--- config.mk ---
export PLATFORM = sky130hd
export DESIGN_NAME = updown_counter
export DESIGN_NICKNAME = d
export VERILOG_FILES = /design/src/rtl/counter_pkg.sv /design/src/rtl/updown_counter_next_calc.sv /design/src/rtl/updown_counter.sv
export SDC_FILE = /design/constraint.sdc
export NUM_CORES = 1
export LEC_CHECK = 0
export ABC_CLOCK_PERIOD_IN_PS = 2650
export CAP_MARGIN = 20
export CELL_PAD_IN_SITES_DETAIL_PLACEMENT = 2
export CELL_PAD_IN_SITES_GLOBAL_PLACEMENT = 2
export CORE_ASPECT_RATIO = 0.9
export CORE_MARGIN = 2
export CORE_UTILIZATION = 27
export CTS_CLUSTER_DIAMETER = 200
export DETAILED_ROUTE_END_ITERATION = 7
export GPL_ROUTABILITY_DRIVEN = 0
export PLACE_DENSITY_LB_ADDON = 0.08
export SETUP_SLACK_MARGIN = 0.15
export SYNTH_ARGS = -nofsm -noshare
export SYNTH_HDL_FRONTEND = slang
export SYNTH_SLANG_ARGS = --single-unit
export TNS_END_PERCENT = 50
--- constraint.sdc ---
create_clock -name clk -period 2.65 [get_ports clk]
set_clock_uncertainty 0.2 [all_clocks]
set_input_delay 0.795 -clock clk [delete_from_list [all_inputs] [get_ports clk]]
set_output_delay 0.795 -clock clk [all_outputs]
set_load 0.05 [all_outputs]
--- src/rtl/counter_pkg.sv ---
// Shared types and helpers for the bounded up/down counter.
// Provides direction/mode enums and a range clamp used on load.
package counter_pkg;

    typedef enum logic {
        CNT_DOWN = 1'b0,
        CNT_UP   = 1'b1
    } cnt_dir_e;

    typedef enum logic {
        CNT_WRAP = 1'b0,
        CNT_SAT  = 1'b1
    } cnt_mode_e;

    // Clamp an unsigned value into [lo, hi].
    function automatic logic [31:0] cnt_clamp(
        input logic [31:0] value,
        input logic [31:0] lo,
        input logic [31:0] hi
    );
        if (value < lo)
            return lo;
        else if (value > hi)
            return hi;
        else
            return value;
    endfunction

endpackage

--- src/rtl/updown_counter_next_calc.sv ---
// counter_next_calc: combinational next-value computation for one count step.
// Ports: count/dir/step in; next_count and overflow (range crossed) out.
module counter_next_calc
    import counter_pkg::*;
#(
    parameter int COUNT_WIDTH = 8,
    parameter int STEP_WIDTH  = 4,
    parameter int COUNT_FROM  = 0,
    parameter int COUNT_TO    = (2**COUNT_WIDTH)-1,
    parameter int SATURATE    = 0
) (
    input  logic [COUNT_WIDTH-1:0] count,
    input  cnt_dir_e               dir,
    input  logic [STEP_WIDTH-1:0]  step,
    output logic [COUNT_WIDTH-1:0] next_count,
    output logic                   overflow
);

    // Two guard bits above the wider operand keep sums and
    // differences exact; the top bit doubles as a sign for down steps.
    localparam int AW = ((COUNT_WIDTH > STEP_WIDTH) ?
                         COUNT_WIDTH : STEP_WIDTH) + 2;

    localparam logic [AW-1:0] LO = AW'(COUNT_FROM);
    localparam logic [AW-1:0] HI = AW'(COUNT_TO);
    localparam logic [AW-1:0] R  = AW'(COUNT_TO - COUNT_FROM + 1);

    localparam cnt_mode_e MODE = (SATURATE != 0) ? CNT_SAT : CNT_WRAP;

    logic [AW-1:0] cnt_x;
    logic [AW-1:0] stp_x;
    logic [AW-1:0] up_sum;
    logic [AW-1:0] dn_dif;
    logic [AW-1:0] nxt_x;

    assign cnt_x  = AW'(count);
    assign stp_x  = AW'(step);
    assign up_sum = cnt_x + stp_x;
    assign dn_dif = cnt_x - stp_x;

    always_comb begin
        nxt_x    = cnt_x;
        overflow = 1'b0;
        if (dir == CNT_UP) begin
            if (up_sum <= HI) begin
                nxt_x = up_sum;
            end else begin
                overflow = 1'b1;
                nxt_x    = (MODE == CNT_SAT) ? HI : (up_sum - R);
            end
        end else begin
            if ($signed(dn_dif) >= $signed(LO)) begin
                nxt_x = dn_dif;
            end else begin
                overflow = 1'b1;
                nxt_x    = (MODE == CNT_SAT) ? LO : (dn_dif + R);
            end
        end
    end

    assign next_count = COUNT_WIDTH'(nxt_x);

endmodule

--- src/rtl/updown_counter.sv ---
// updown_counter: bounded up/down counter with wrap/saturate, clear, load
// and a registered wrap event pulse. Ports: clk, rst (async high), clr,
// load, load_value, en, dir, step -> count, at_min, at_max, wrap.
// Define UPDOWN_COUNTER_CASCADE_EN to add carry_in/carry_out for chaining.
module updown_counter
    import counter_pkg::*;
#(
    parameter int COUNT_WIDTH = 8,
    parameter int STEP_WIDTH  = 4,
    parameter int COUNT_FROM  = 0,
    parameter int COUNT_TO    = (2**COUNT_WIDTH)-1,
    parameter int SATURATE    = 0
) (
    input  logic                   clk,
    input  logic                   rst,
    input  logic                   clr,
    input  logic                   load,
    input  logic [COUNT_WIDTH-1:0] load_value,
    input  logic                   en,
    input  logic                   dir,
    input  logic [STEP_WIDTH-1:0]  step,
`ifdef UPDOWN_COUNTER_CASCADE_EN
    input  logic                   carry_in,
    output logic                   carry_out,
`endif
    output logic [COUNT_WIDTH-1:0] count,
    output logic                   at_min,
    output logic                   at_max,
    output logic                   wrap
);

    localparam int AW = ((COUNT_WIDTH > STEP_WIDTH) ?
                         COUNT_WIDTH : STEP_WIDTH) + 2;
    localparam logic [AW-1:0] R = AW'(COUNT_TO - COUNT_FROM + 1);

    localparam logic [COUNT_WIDTH-1:0] LO = COUNT_WIDTH'(COUNT_FROM);
    localparam logic [COUNT_WIDTH-1:0] HI = COUNT_WIDTH'(COUNT_TO);

    logic                   eff_en;
    logic [COUNT_WIDTH-1:0] next_count;
    logic                   overflow;
    logic [COUNT_WIDTH-1:0] load_clamped;

    assign at_min = (count == LO);
    assign at_max = (count == HI);

`ifdef UPDOWN_COUNTER_CASCADE_EN
    assign eff_en = en & carry_in;
    // Combinational so the next stage advances in the same cycle.
    assign carry_out = eff_en & (step != '0) & (dir ? at_max : at_min);
`else
    assign eff_en = en;
`endif

    assign load_clamped = COUNT_WIDTH'(cnt_clamp(32'(load_value),
                                                 32'(COUNT_FROM),
                                                 32'(COUNT_TO)));

    counter_next_calc #(
        .COUNT_WIDTH (COUNT_WIDTH),
        .STEP_WIDTH  (STEP_WIDTH),
        .COUNT_FROM  (COUNT_FROM),
        .COUNT_TO    (COUNT_TO),
        .SATURATE    (SATURATE)
    ) u_next (
        .count      (count),
        .dir        (cnt_dir_e'(dir)),
        .step       (step),
        .next_count (next_count),
        .overflow   (overflow)
    );

    always_ff @(posedge clk or posedge rst) begin
        if (rst) begin
            count <= LO;
            wrap  <= 1'b0;
        end else if (clr) begin
            count <= LO;
            wrap  <= 1'b0;
        end else if (load) begin
            count <= load_clamped;
            wrap  <= 1'b0;
        end else if (eff_en) begin
            count <= next_count;
            wrap  <= overflow;
        end else begin
            wrap  <= 1'b0;
        end
    end

    // A step larger than the range would skip past a full period.
    always @(posedge clk) begin
        if (!rst && !clr && !load && eff_en) begin
            assert (AW'(step) <= R)
            else $error("updown_counter: step %0d exceeds range %0d",
                        step, R);
        end
    end

endmodule

After elaboration in Yosys (flattened, before gate mapping)
Cells that the tools add are included.
W data, S select, Z words.
{ "classes": {"add_sub_neg": 4, "order_cmp": 2, "mux": 12, "eq_ne": 1, "reduce_logical": 2} }
{ "op_table": {"columns": ["cell", "count"], "rows": [
  ["$mux W8", 6],
  ["$add A8 B4 Y9", 1],
  ["$ge A9 B1 Y1 const B", 1],
  ["$le A9 B8 Y1 const B", 1],
  ["$sub A8 B4 Y9", 1],
  ["$add A8 B1 Y8 const B", 1],
  ["$eq A8 B8 Y1 const B", 1],
  ["$logic_not A8 Y1", 1],
  ["$sub A8 B1 Y8 const B", 1],
  ["$mux W1", 6],
  ["$reduce_bool A3 Y1", 1]
]} }
{ "totals": {"inputBits": 18, "output_inout_bits": 11, "ff_bits": 9, "word_cells": 23} }

Logic depth before layout (Yosys ltp)
{ "logic_depth": {"ltp_word": 7, "mapped_depth": 9, "ltp_nobuf": 9} }

Cells and area by module
A second synthesis with hierarchy kept.
{ "unflattened": {"hier_cells": 121, "area_unflattened_um2": 1043.5} }
{ "by_module_without_submodules": {"columns": ["mod", "cells_each", "instances", "area_per_inst_um2"], "rows": [
  ["counter_next_calc", 75, 1, 561.8],
  ["updown_counter", 46, 1, 481.7]
]} }

Worst setup path before layout
OpenSTA, ideal clock, no wires.
{ "synth_path": {"kind": "register -> output", "startpoint": "register count[4]", "endpoint": "output at_min", "setup_slack_ns": -0.607, "required_ns": 1.655, "path_buffers": 1, "path_stages_with_launch": 4, "arrival_ns": 2.262, "cell_sequence": "dfrtp_1 -> buf_6 -> or3_4 -> nor3_1"} }
{ "synth_between": {"elab_chain_cells": 1} }
{ "synth_lines": {"columns": ["element", "line", "text"], "rows": [
  ["from (decl)", "updown_counter.sv:26", "output logic [COUNT_WIDTH-1:0] count,"],
  ["from (signal assigned)", "updown_counter.sv:81", "count <= load_clamped;"],
  ["from (signal assigned)", "updown_counter.sv:84", "count <= next_count;"],
  ["$logic_not A8 Y1", "updown_counter.sv:44", "assign at_min = (count == LO);"],
  ["to (decl)", "updown_counter.sv:27", "output logic at_min,"]
]} }
No other way between the ends.

Worst setup path in the final report
{ "layout_path": {"startpoint": "register count[0]", "endpoint": "output at_min"} }
The elaborated chain is that of the path after synthesis.

==> flow_summary.yaml <==
detailed_routing:
  drc: 0
  ant_nets: 0
  routedWlPerCell_um: 18.9
  dr.pass1.iters: 4
  drt_wl_total_mm: 4.18
  drtIter0Drc: 36
  vias: 1167
  vias_per_cell: 5.28
final_layout:
  drive_above_1_share_pct: 44.1
  synthToLayoutAreaGrowth_pct: 74.6
  fillers: 369
  finalNonFillerCells: 221
  nets: 206
  antenna_cells: 0
  final_cell_mix: "buf_4, clkdlybuf4s50_1, nor2_1, a21oi_1, inv_1"
  final_common_cell: "buf_4"
place:
  dp_hpwl_mm: 2.98
  placed_cells: 202
  io_buffers: 28
setup_path:
  arrival_ns: 1.56
  r2r.worst_path.cells: 11
  crit_type: "reg2out"
  end_kind: "output pin"
  timing.rr.start: "count[0]"
  r2r_slack_ns: 0.24
  r2r-end: "count[6]"
  crit_path_start_kind: "flip-flop"
  crit_chain: "or4_4 > nor3_4 > buf_12"
  worstPathMaxFanout: 5
  required_ns: 1.66
  max_stage_delay_ns: 0.55
  cp_slowest_cell: "or4_4"
power_and_ir_drop:
  ir_drop_v: 0.000225
  p_clk_share_pct: 24.2
  seqPwrFrac_pct: 24.5
  intPower_uw: 428
  p_per_area_nw_per_um2: 405
  switching_share_pct: 38.0
  p_leak_nw: 0.746
  p_switching_uw: 263
  share_comb_of_total_power_pct: 51.3
status:
  status: "completed"
sta:
  tightestPinTransition_ns: 0.515
  rsz0062_at_grt: "true"
  setup_violations: 0
  holdWs_ns: 0.459
  min_period_ns: 2.55
  fmax_mhz: 391
  post-route-period-util_pct: 96.4
  hold_violations: 0
  slew_violations: 0
  max_slew_margin_pct: 65.6
worst_hold_path:
  min_from: "count[6]"
  whs_path_depth: 2
  hold_class: "reg2reg"
  hold_end: "count[6]"
floorplan:
  boundaryPins: 29
  die_x_um: 67.4
  initial_core_util_pct: 28.5
  std_cell_rows: 20
  die-area_um2: 4110
  core_area_um2: 3430
  die_h_um: 61.0
clocking:
  tritoncts: "built"
  insertion_delay_ns: 0.24
  clockRootBuffer: "clkbuf_8"
  clk_path_buf_depth: 2
  cts_buffers: 3
  h-tree-depth: 1
  path_clk_slew_ns: 0.05
  cts.sinks: 9
grt:
  grt_usage_pct: 21.1
  gr-total-overflow: 0
  grt_max_degree: 11
  antenna_found_initial: 0
  grt_pass1_wl_mm: 6.26
  grt_pass1_vias: 1251
synth:
  synthArstFlopShare_pct: 100
  mappedNetlistNets: 144
  ys_ff_latch: 9
  yosysSeqAreaShare_pct: 23.1
  synth_cell_types: 44
  synth_ff_type: "dfrtp_1"
  synth_area_um2: 976
  yosysWarnings: 0
  syn_inst: 116
  synth_edf_count: 0
  syn_area_per_cell_um2: 8.41
flow_run:
  drv_cap: 0
[layout make-up]
type                    instances  area [um2]  share of cell area (%)
well taps                      44        55.1                    3.23
clock buffers                   4        45.0                    2.64
flip-flops and latches          9         230                    13.5
repair buffers                 62         536                    31.4
multi-input cells              91         797                    46.8
inverters                      11        41.3                    2.42
[worst max-delay path, delay by kind of cell, from the launching register on]
kind | cells | cell delay (ns)
flip-flops | 1 | 0.43
buffers and inverters | 1 | 0.16
AND/OR/NAND/NOR | 2 | 0.73
[power groups by stage]
stage,Clock (mW),Combinational [mW],Sequential [mW]
floorplan,0,0.132,0.203
global placement,0,0.273,0.174
detailed placement,0,0.285,0.176
CTS,0.167,0.332,0.171
global route,0.178,0.382,0.171
finish,0.167,0.354,0.169
[kinds of logic (layout without fill, tap and decap cells)]
logic type,after synthesis,after routing,share of synthesized area [%]
XOR/XNOR,3,3,2.69
multiplexers,2,2,2.05
flip-flops,9,9,23.1
AO/OA/AOI/OAI,32,32,24.1
buffers and inverters,16,77,10.0
adder cells (fa/ha/maj),10,10,14.4
AND/OR/NAND/NOR,44,44,23.7
[stage by stage]
| stage | TNS, ns | total power [mW] | cell area (um2) | utilization (%) | worst slack [ns] |
|---|---|---|---|---|---|
| floorplan | 0 | 0.335 | 1010 | - | 0.0893 |
| global placement | -3.06 | 0.447 | 1440 | 42.1 | -0.486 |
| detailed placement | -3.53 | 0.461 | 1440 | 42.1 | -0.558 |
| CTS | 0 | 0.670 | 1650 | 48.1 | 0.0659 |
| global route | 0 | 0.731 | 1700 | 49.7 | 0.0592 |
| finish | 0 | 0.690 | 1700 | 49.7 | 0.0954 |
[routing by layer]
metal  global-route usage [%]  part of all wire (%)
met1                     26.0                    41
met3                     4.57                   3.5
met2                     39.6                    55
met5                        0                     0
met4                     1.75                  0.41
[worst max-delay path by stage]
stage / startpoint / end / slack [ns] / depth (start not counted)
2_1_floorplan: count[0] / at_min / 0.09 / 2
3_3_place_gp: step[0] / count[4] / -0.49 / 8
3_5_place_dp: step[1] / count[3] / -0.56 / 9
6_report: count[0] / at_min / 0.1 / 3
4_1_cts: count[0] / at_min / 0.07 / 3
5_1_grt: count[0] / at_min / 0.06 / 3
[cells in the mapped netlist (2+ instances only)]
master / number / area (um2)
xnor2_1: 2 / 17.5
o21ai_0: 2 / 10.0
nand2_1: 2 / 7.51
dfrtp_1: 9 / 225
nor2_1: 17 / 63.8
clkbuf_8: 3 / 41.3
nand3_1: 4 / 20.0
nand4_1: 2 / 12.5
fa_1: 2 / 40.0
inv_1: 11 / 41.3
a211oi_1: 4 / 30.0
mux2i_1: 2 / 20.0
ha_1: 8 / 100
nor3_1: 5 / 25.0
a21oi_1: 10 / 50.1
nor2b_1: 3 / 18.8
and3_1: 2 / 12.5
or4_1: 2 / 15.0
[sequential cells by signal (all words and copies together), names as in the netlist]
register	cells
count	8
wrap	1
[timing repair]
action | in CTS | in global routing
hold buffers | 0 | 0
buffers inserted | 9 | 6
pin swaps | 15 | 7
setup endpoints to repair | 14 | 12
gates resized for setup | 35 | 8
(Power assumes the default switching activity.)
